### config.mk
export PLATFORM = sky130hd
export DESIGN_NAME = mem_arbiter
export DESIGN_NICKNAME = d
export VERILOG_FILES = /design/src/rtl/mem_arb_pkg.sv /design/src/rtl/mem_arb_pick.sv /design/src/rtl/mem_arbiter.sv
export SDC_FILE = /design/constraint.sdc
export NUM_CORES = 1
export LEC_CHECK = 0
export CORE_AREA = 3 3 124 90
export DETAILED_ROUTE_END_ITERATION = 16
export DIE_AREA = 0 0 127 93
export PLACE_DENSITY = 0.89
export REMOVE_ABC_BUFFERS = 1
export SLEW_MARGIN = 20
export SYNTH_ARGS = -nofsm -noshare
export SYNTH_HDL_FRONTEND = slang
export SYNTH_SLANG_ARGS = --single-unit
### constraint.sdc
create_clock -name clk -period 1.5 [get_ports clk]
set_input_delay 0.3 -clock clk [delete_from_list [all_inputs] [get_ports clk]]
set_output_delay 0.3 -clock clk [all_outputs]
set_load 0.05 [all_outputs]
### src/rtl/mem_arb_pkg.sv
// mem_arb_pkg: shared definitions for the instruction/data memory arbiter.
//   state_t  - arbiter FSM states (IDLE, CMD, RESP, DONE)
//   owner_t  - which requester owns the current access (IM, DM)
//   ADDR_W   - unified memory word-address width
//   DATA_W   - memory data width
package mem_arb_pkg;

    localparam int unsigned ADDR_W = 12;
    localparam int unsigned DATA_W = 32;

    typedef enum logic [1:0] {
        IDLE = 2'd0,
        CMD  = 2'd1,
        RESP = 2'd2,
        DONE = 2'd3
    } state_t;

    typedef enum logic {
        IM = 1'b0,
        DM = 1'b1
    } owner_t;

endpackage

### src/rtl/mem_arb_pick.sv
// mem_arb_pick: combinational winner selection between the two requesters.
//   im_req     in  instruction-fetch request
//   dm_req     in  data request
//   last_owner in  port granted most recently; the other port wins a tie
//   winner     out selected port (only meaningful when a request is present)
module mem_arb_pick
    import mem_arb_pkg::*;
(
    input  logic   im_req,
    input  logic   dm_req,
    input  owner_t last_owner,
    output owner_t winner
);

    always_comb begin
        winner = DM;
        if (im_req && dm_req) begin
            winner = (last_owner == IM) ? DM : IM;
        end else if (im_req) begin
            winner = IM;
        end
    end

endmodule

### src/rtl/mem_arbiter.sv
// mem_arbiter: shares one unified memory between an instruction-fetch port
// (IM) and a data port (DM). Each access runs IDLE -> CMD -> RESP -> DONE.
//   clk, rst                        clock, synchronous active-high reset
//   im_req, im_addr                 fetch request / word address
//   im_done, im_rdata               fetch completion pulse / fetch data
//   dm_req, dm_we, dm_addr, dm_wdata data request / write enable / address / data
//   dm_done, dm_rdata               data completion pulse / read data
//   mem_enable, mem_read, mem_write unified memory strobes (CMD cycle only)
//   mem_address, mem_in             memory address / write data
//   mem_out                         memory read data, valid the cycle after a read
//   busy                            high whenever the FSM is not in IDLE
// Build option: define MEM_ARBITER_RR_EN for round-robin arbitration of
// simultaneous requests; otherwise DM always wins.
module mem_arbiter
    import mem_arb_pkg::*;
#(
    parameter logic [ADDR_W-1:0] IM_BASE = 12'h000
) (
    input  logic              clk,
    input  logic              rst,
    input  logic              im_req,
    input  logic [9:0]        im_addr,
    output logic              im_done,
    output logic [DATA_W-1:0] im_rdata,
    input  logic              dm_req,
    input  logic              dm_we,
    input  logic [ADDR_W-1:0] dm_addr,
    input  logic [DATA_W-1:0] dm_wdata,
    output logic              dm_done,
    output logic [DATA_W-1:0] dm_rdata,
    output logic              mem_enable,
    output logic              mem_read,
    output logic              mem_write,
    output logic [ADDR_W-1:0] mem_address,
    output logic [DATA_W-1:0] mem_in,
    input  logic [DATA_W-1:0] mem_out,
    output logic              busy
);

    state_t            state;
    owner_t            owner;
    owner_t            winner;
    owner_t            pick_last;
    logic              is_write;
    logic [ADDR_W-1:0] im_full_addr;

    // Sum truncated to ADDR_W bits, so the fetch address wraps modulo 4096.
    assign im_full_addr = IM_BASE + {2'b00, im_addr};

`ifdef MEM_ARBITER_RR_EN
    owner_t last_grant;
    assign pick_last = last_grant;
`else
    // Pretending IM was granted last makes the picker always favour DM.
    assign pick_last = IM;
`endif

    mem_arb_pick u_pick (
        .im_req     (im_req),
        .dm_req     (dm_req),
        .last_owner (pick_last),
        .winner     (winner)
    );

    // Outputs are registered: the strobes are loaded on the edge that enters
    // CMD so they are valid for exactly the CMD cycle, and the done pulse is
    // loaded on the edge that enters DONE.
    always_ff @(posedge clk) begin
        if (rst) begin
            state       <= IDLE;
            owner       <= DM;
            is_write    <= 1'b0;
            busy        <= 1'b0;
            im_done     <= 1'b0;
            dm_done     <= 1'b0;
            im_rdata    <= '0;
            dm_rdata    <= '0;
            mem_enable  <= 1'b0;
            mem_read    <= 1'b0;
            mem_write   <= 1'b0;
            mem_address <= '0;
            mem_in      <= '0;
`ifdef MEM_ARBITER_RR_EN
            last_grant  <= IM;
`endif
        end else begin
            im_done     <= 1'b0;
            dm_done     <= 1'b0;
            mem_enable  <= 1'b0;
            mem_read    <= 1'b0;
            mem_write   <= 1'b0;
            mem_address <= '0;
            mem_in      <= '0;

            case (state)
                IDLE: begin
                    if (im_req || dm_req) begin
                        state      <= CMD;
                        busy       <= 1'b1;
                        owner      <= winner;
                        mem_enable <= 1'b1;
`ifdef MEM_ARBITER_RR_EN
                        last_grant <= winner;
`endif
                        if (winner == IM) begin
                            is_write    <= 1'b0;
                            mem_read    <= 1'b1;
                            mem_address <= im_full_addr;
                        end else begin
                            is_write    <= dm_we;
                            mem_read    <= ~dm_we;
                            mem_write   <= dm_we;
                            mem_address <= dm_addr;
                            mem_in      <= dm_we ? dm_wdata : '0;
                        end
                    end
                end

                CMD: begin
                    state <= RESP;
                end

                RESP: begin
                    state <= DONE;
                    if (owner == IM) begin
                        im_rdata <= mem_out;
                        im_done  <= 1'b1;
                    end else begin
                        if (!is_write) begin
                            dm_rdata <= mem_out;
                        end
                        dm_done <= 1'b1;
                    end
                end

                DONE: begin
                    state <= IDLE;
                    busy  <= 1'b0;
                end

                default: begin
                    state <= IDLE;
                    busy  <= 1'b0;
                end
            endcase
        end
    end

endmodule

* Word-level counts from Yosys, hierarchy flattened *
Cells that the tools add are included.

storage, ports and cells
  bits in registers = 118
  input port bits = 91
  output and inout bits = 114
  word-level logic and storage cells = 50

operators by class
  eq/ne operators = 4
  multiplexer cells = 12
  bitwise gates (word level) = 7
  reduce and logical (&&, ||, !) cells = 13

operators with widths
  kind                  number
  $mux W10              1
  $mux W1               8
  $pmux W2 S4           1
  $not A1 Y1            7
  $reduce_and A2 Y1     3
  $reduce_or A5 Y1      1
  $eq A2 B2 Y1 const B  2
  $reduce_or A2 Y1      2
  $reduce_or A4 Y1      1
  $reduce_and A3 Y1     1
  $reduce_or A3 Y1      1
  $eq A2 B1 Y1 const B  1
  $logic_not A2 Y1      1
  $mux W2               1
  $ne A2 B2 Y1 const B  1
  $pmux W1 S2           1
  $reduce_bool A2 Y1    1
  $logic_and A1 B1 Y1   1
  $logic_or A1 B1 Y1    1

* Longest topological paths before layout *
  depth after elaboration = 4
  mapped depth = 7
  gate-level depth less buffers = 5

* Modules after synthesis *
Synthesis repeated with hierarchy kept, for this count alone.

second synthesis, totals
  cells, all modules = 426
  area, all modules = 3,905.0 µm²

by module, submodules not included
  module        times used  cells an instance  area each (µm²)  seq. area each (µm²)
  mem_arbiter   1           424                3,892.5          2,362.3
  mem_arb_pick  1           2                  12.5             0.0

* Least setup slack after synthesis *
Ideal clock, no wire load.

  path type = register to register
  from = register state[1]
  to = register mem_in[10]
  setup time = 116 ps
  arrival = 1,228 ps
  required time = 1,384 ps
  slack = 156 ps
  cell stages (with the launch flop) = 7
  buffers on the path = 1
  path through = dfxtp_1 > inv_1 > ha_1 > nor2b_4 > and2_4 > buf_4 > and3_1

between the ends
  word-level cells in the longest chain between the ends = 3

ends and longest elaborated chain
  item                               RTL line            source
  from (decl)                        mem_arbiter.sv:40   state_t state;
  from (signal assigned)             mem_arbiter.sv:70   state <= IDLE;
  from (signal assigned)             mem_arbiter.sv:98   state <= CMD;
  from (signal assigned)             mem_arbiter.sv:120  state <= RESP;
  $logic_not A2 Y1                   mem_arbiter.sv:95   case (state)
  $not A1 Y1 (no source line)        n/a
  $reduce_or A5 Y1 (no source line)  n/a
  to (signal assigned)               mem_arbiter.sv:114  mem_in <= dm_we ? dm_wdata : '0;
  to (decl)                          mem_arbiter.sv:35   output logic [DATA_W-1:0] mem_in,

No other way between the ends.
A chain may end at the register's enable or synchronous reset.

* Worst setup path after layout *
  from = register state[1]
  to = register mem_address[4]

between the ends
  word-level cells in the longest chain between the ends = 3

ends and longest elaborated chain
  item                               RTL line            source
  $logic_not A2 Y1                   mem_arbiter.sv:95
  $not A1 Y1 (no source line)        n/a
  $reduce_or A3 Y1 (no source line)  n/a
  to (signal assigned)               mem_arbiter.sv:108  mem_address <= im_full_addr;
  to (signal assigned)               mem_arbiter.sv:113  mem_address <= dm_addr;
  to (decl)                          mem_arbiter.sv:34   output logic [ADDR_W-1:0] mem_address,

No other way between the ends.

==> summary.txt <==
Timing
  – Setup ws final: -0.01546 ns
  – Tmin final: 1.515 ns
  – RSZ-0062 raised after global routing: true
  – Worst clock skew: ~0.012 ns
  – Max Clock Freq: 659.9 MHz
  – Hold Vio Cnt, Final: 0
  – Headroom to the max-slew limit: 0.7066
  – Slew @ Worst Pin: 0.4387 ns
  – Period utilization: 1.010
  – Final-report max-slew violation count: 0
  – Final setup viols: 1

Yosys
  – Distinct cells, synth: 26
  – Mapped Area: between 3000 and 4000 um2
  – Seq/Total Area, Yosys: 0.6036
  – Synth warnings: 0
  – Syn Inst Count: 441
  – Syn Area/Cell: around 8.9 um2
  – #FFs+latches synth: 118

Run status
  – Status: complete, but fails checks
  – Failing checks: setup timing

Setup path
  – Maximum fanout along the worst path: 13
  – Worst Path Buf+Inv: 2
  – Crit path kind: reg2reg
  – Crit start category: register
  – CP required: 1.82 ns
  – CP max stage delay: 0.35 ns
  – Nature of the critical path endpoint: register
  – Arr. time, crit path: 1.84 ns
  – CP top delay family: flip-flops
  – Cell Chain, Critical Path: inv_1 > ha_4 > nor2b_4 > o21ai_1 > buf_4 > a21oi_1
  – Slowest cell on the critical path: dfxtp_1

Cells and area
  – Share of cells above drive strength 1: 0.2534
  – Post-route cell area: 7859 um2
  – Area growth syn-to-layout: 100.8%
  – Most frequent cells in the layout: nand2_1 (150), dfxtp_1 (118), buf_12 (115), clkdlybuf4s50_1 (89), a21oi_1 (73)
  – Nets: between 700 and 800
  – Util after Layout: 0.7733
  – Non-Filler Instances: 787
  – Most common cell after layout, fill and taps aside: nand2_1
  – Antenna cells: 0

Routing
  – Routed len/inst: 19.40 um
  – DR WL met2: between 7 and 8 mm
  – Total Wirelength: roughly 15 mm
  – Metal-1 WL: 5.354 mm
  – Drt first pass iters: 5
  – Via Count: 4,051
  – Starting DRT DRC Count: around 350
  – Highest Signal Layer: met4
  – DR DRC count: 0
  – WL met3: 1.567 mm
  – DR vias/cell: 5.147
  – Antenna-violating nets left: 0

Place
  – Port Buffers: 204
  – Placed Instances: 755
  – Dpl cell area: 7183 um2
  – GPL Wtd Cong: 0.8276
  – HPWL Detailed: 10.32 mm

Clocking
  – Clock Sinks: 118
  – Worst skew pair latency: between 0.4 and 0.5 ns
  – Total CTS buffers: 17
  – Clock-pin slew on the worst setup and hold paths: 0.06 ns
  – H-tree depth: 4
  – CTS tree: done
  – Post-CTS Setup Bufs: 0
  – Clock Path Buffers: 2
  – CTS root buf: clkbuf_16
  – Post-CTS Hold Fix Bufs: 0

Global routing
  – Grt total ovfl: 0
  – GRT Overall Usage: 0.2500
  – Vias in the first global route: 4,193
  – Largest net degree at the start of global routing: 72
  – First-pass GRT wire length: 22.45 mm
  – Initial antenna violation count: 0

Floorplan
  – Core box area: ~10,000 um2
  – Initial Util: 0.3851
  – Die Y: 93 um
  – Io pins: 205
  – Die X: 127 um
  – # rows: 31
  – Die Area: approximately 12,000 um2

Pwr
  – Static Leakage: ~3.2 nW
  – Maximum VDD drop: 0.0008881 V
  – Pwr Density: 1565 nW/um2

Min path
  – Hold Path Class: in2reg

Run
  – MaxCap Viol Count: 0
## worst register-to-register path, delay by kind of cell, from the launching register on
| kind | cells | cell delay (ns) |
|---|---|---|
| flops | 1 | 0.35 |
| buf+inv | 2 | 0.34 |
| compound gates | 2 | 0.32 |
| simple gates | 1 | 0.25 |
| fa+ha+maj | 1 | 0.19 |
## Yosys cell counts
cell      instances  share of area
buf_1             3         0.0029
a21oi_1          75          0.096
a221o_1           1         0.0026
nand3b_1          1         0.0019
a211oi_1          1         0.0019
nor2_1            4         0.0038
nand2b_1          2         0.0032
o21ai_0           1         0.0013
and3_1           35          0.056
o21ai_1           1         0.0013
nor3b_2           1         0.0032
nand2_1         150           0.14
ha_1              4          0.013
o32ai_1           1         0.0022
buf_2            11          0.014
dfxtp_1         118           0.60
nor2b_4           1         0.0035
nor3_1            1         0.0013
inv_1             4         0.0038
and3b_1           1         0.0022
buf_4             9          0.017
nor2b_1           3         0.0048
and2_4            1         0.0022
a32oi_1           1         0.0022
mux2i_1           1         0.0026
clkbuf_1         10         0.0096
## registers in the layout, indices dropped and copies added (netlist names), 2 cells and up
signal / cells
dm_rdata: 32
im_rdata: 32
mem_address: 12
mem_in: 32
state: 2
## layer usage
layer  track usage  up-vias
li1              -     1850
met3       0.09132       46
met4        0.1214        0
met2        0.4538      253
met5             0        -
met1        0.2550     1902
## where the power goes
group	internal [mW]	switching [mW]
Clock	2.93	1.41
Sequential	3.51	0.375
Combinational	1.87	2.20
Total	8.32	3.98
## logic make-up after synthesis
group                      Yosys count  share of synthesized area
DFF                                118                     0.6036
adders and majority gates            4                    0.01279
AOI/OAI and AO/OA                   81                     0.1074
buffers and inverters               37                    0.04763
and+or+nand+nor                    200                     0.2260
muxes                                1                   0.002558
## what timing repair did
item	in CTS	in global routing
hold endpoints to repair	0	0
gates cloned	1	1
endpoints found under the setup margin	43	78
resized for setup	5	3
## final timing paths
check	cells after the start	slack, ns	start	end
max	6	-0.02	state[1]$_SDFFE_PP0P_	mem_address[4]$_SDFF_PP0_
min reg2reg	2	0.49	im_rdata[17]$_SDFFE_PP0P_	im_rdata[17]$_SDFFE_PP0P_
min	3	0.42	rst	mem_write$_SDFF_PP0_
max reg2reg	6	-0.02	state[1]$_SDFFE_PP0P_	mem_address[4]$_SDFF_PP0_
## area by class of cell
class,count,area [um2]
multi-input cells,288,1413
inverters,4,15.01
flip-flops and latches,118,2362
clock inverters,8,146.4
well taps,132,165.2
fillers,550,2303
repair buffers,215,3273
clock buffers,22,484.2
## per-stage QoR
step | TNS, ns | hold WS [ns] | power [mW] | setup WS, ns
global route | -0.2014 | 0.4105 | 12.65 | -0.03170
CTS | -0.01440 | 0.3848 | 12.30 | -0.01440
floorplan | -20.03 | 0.3691 | 5.615 | -0.5322
finish | -0.01546 | 0.4199 | 12.30 | -0.01546
detailed placement | -2.361 | 0.4867 | 7.878 | -0.1425
global placement | -0.1234 | 0.4794 | 7.711 | -0.05621
(Power assumes the default switching activity.)
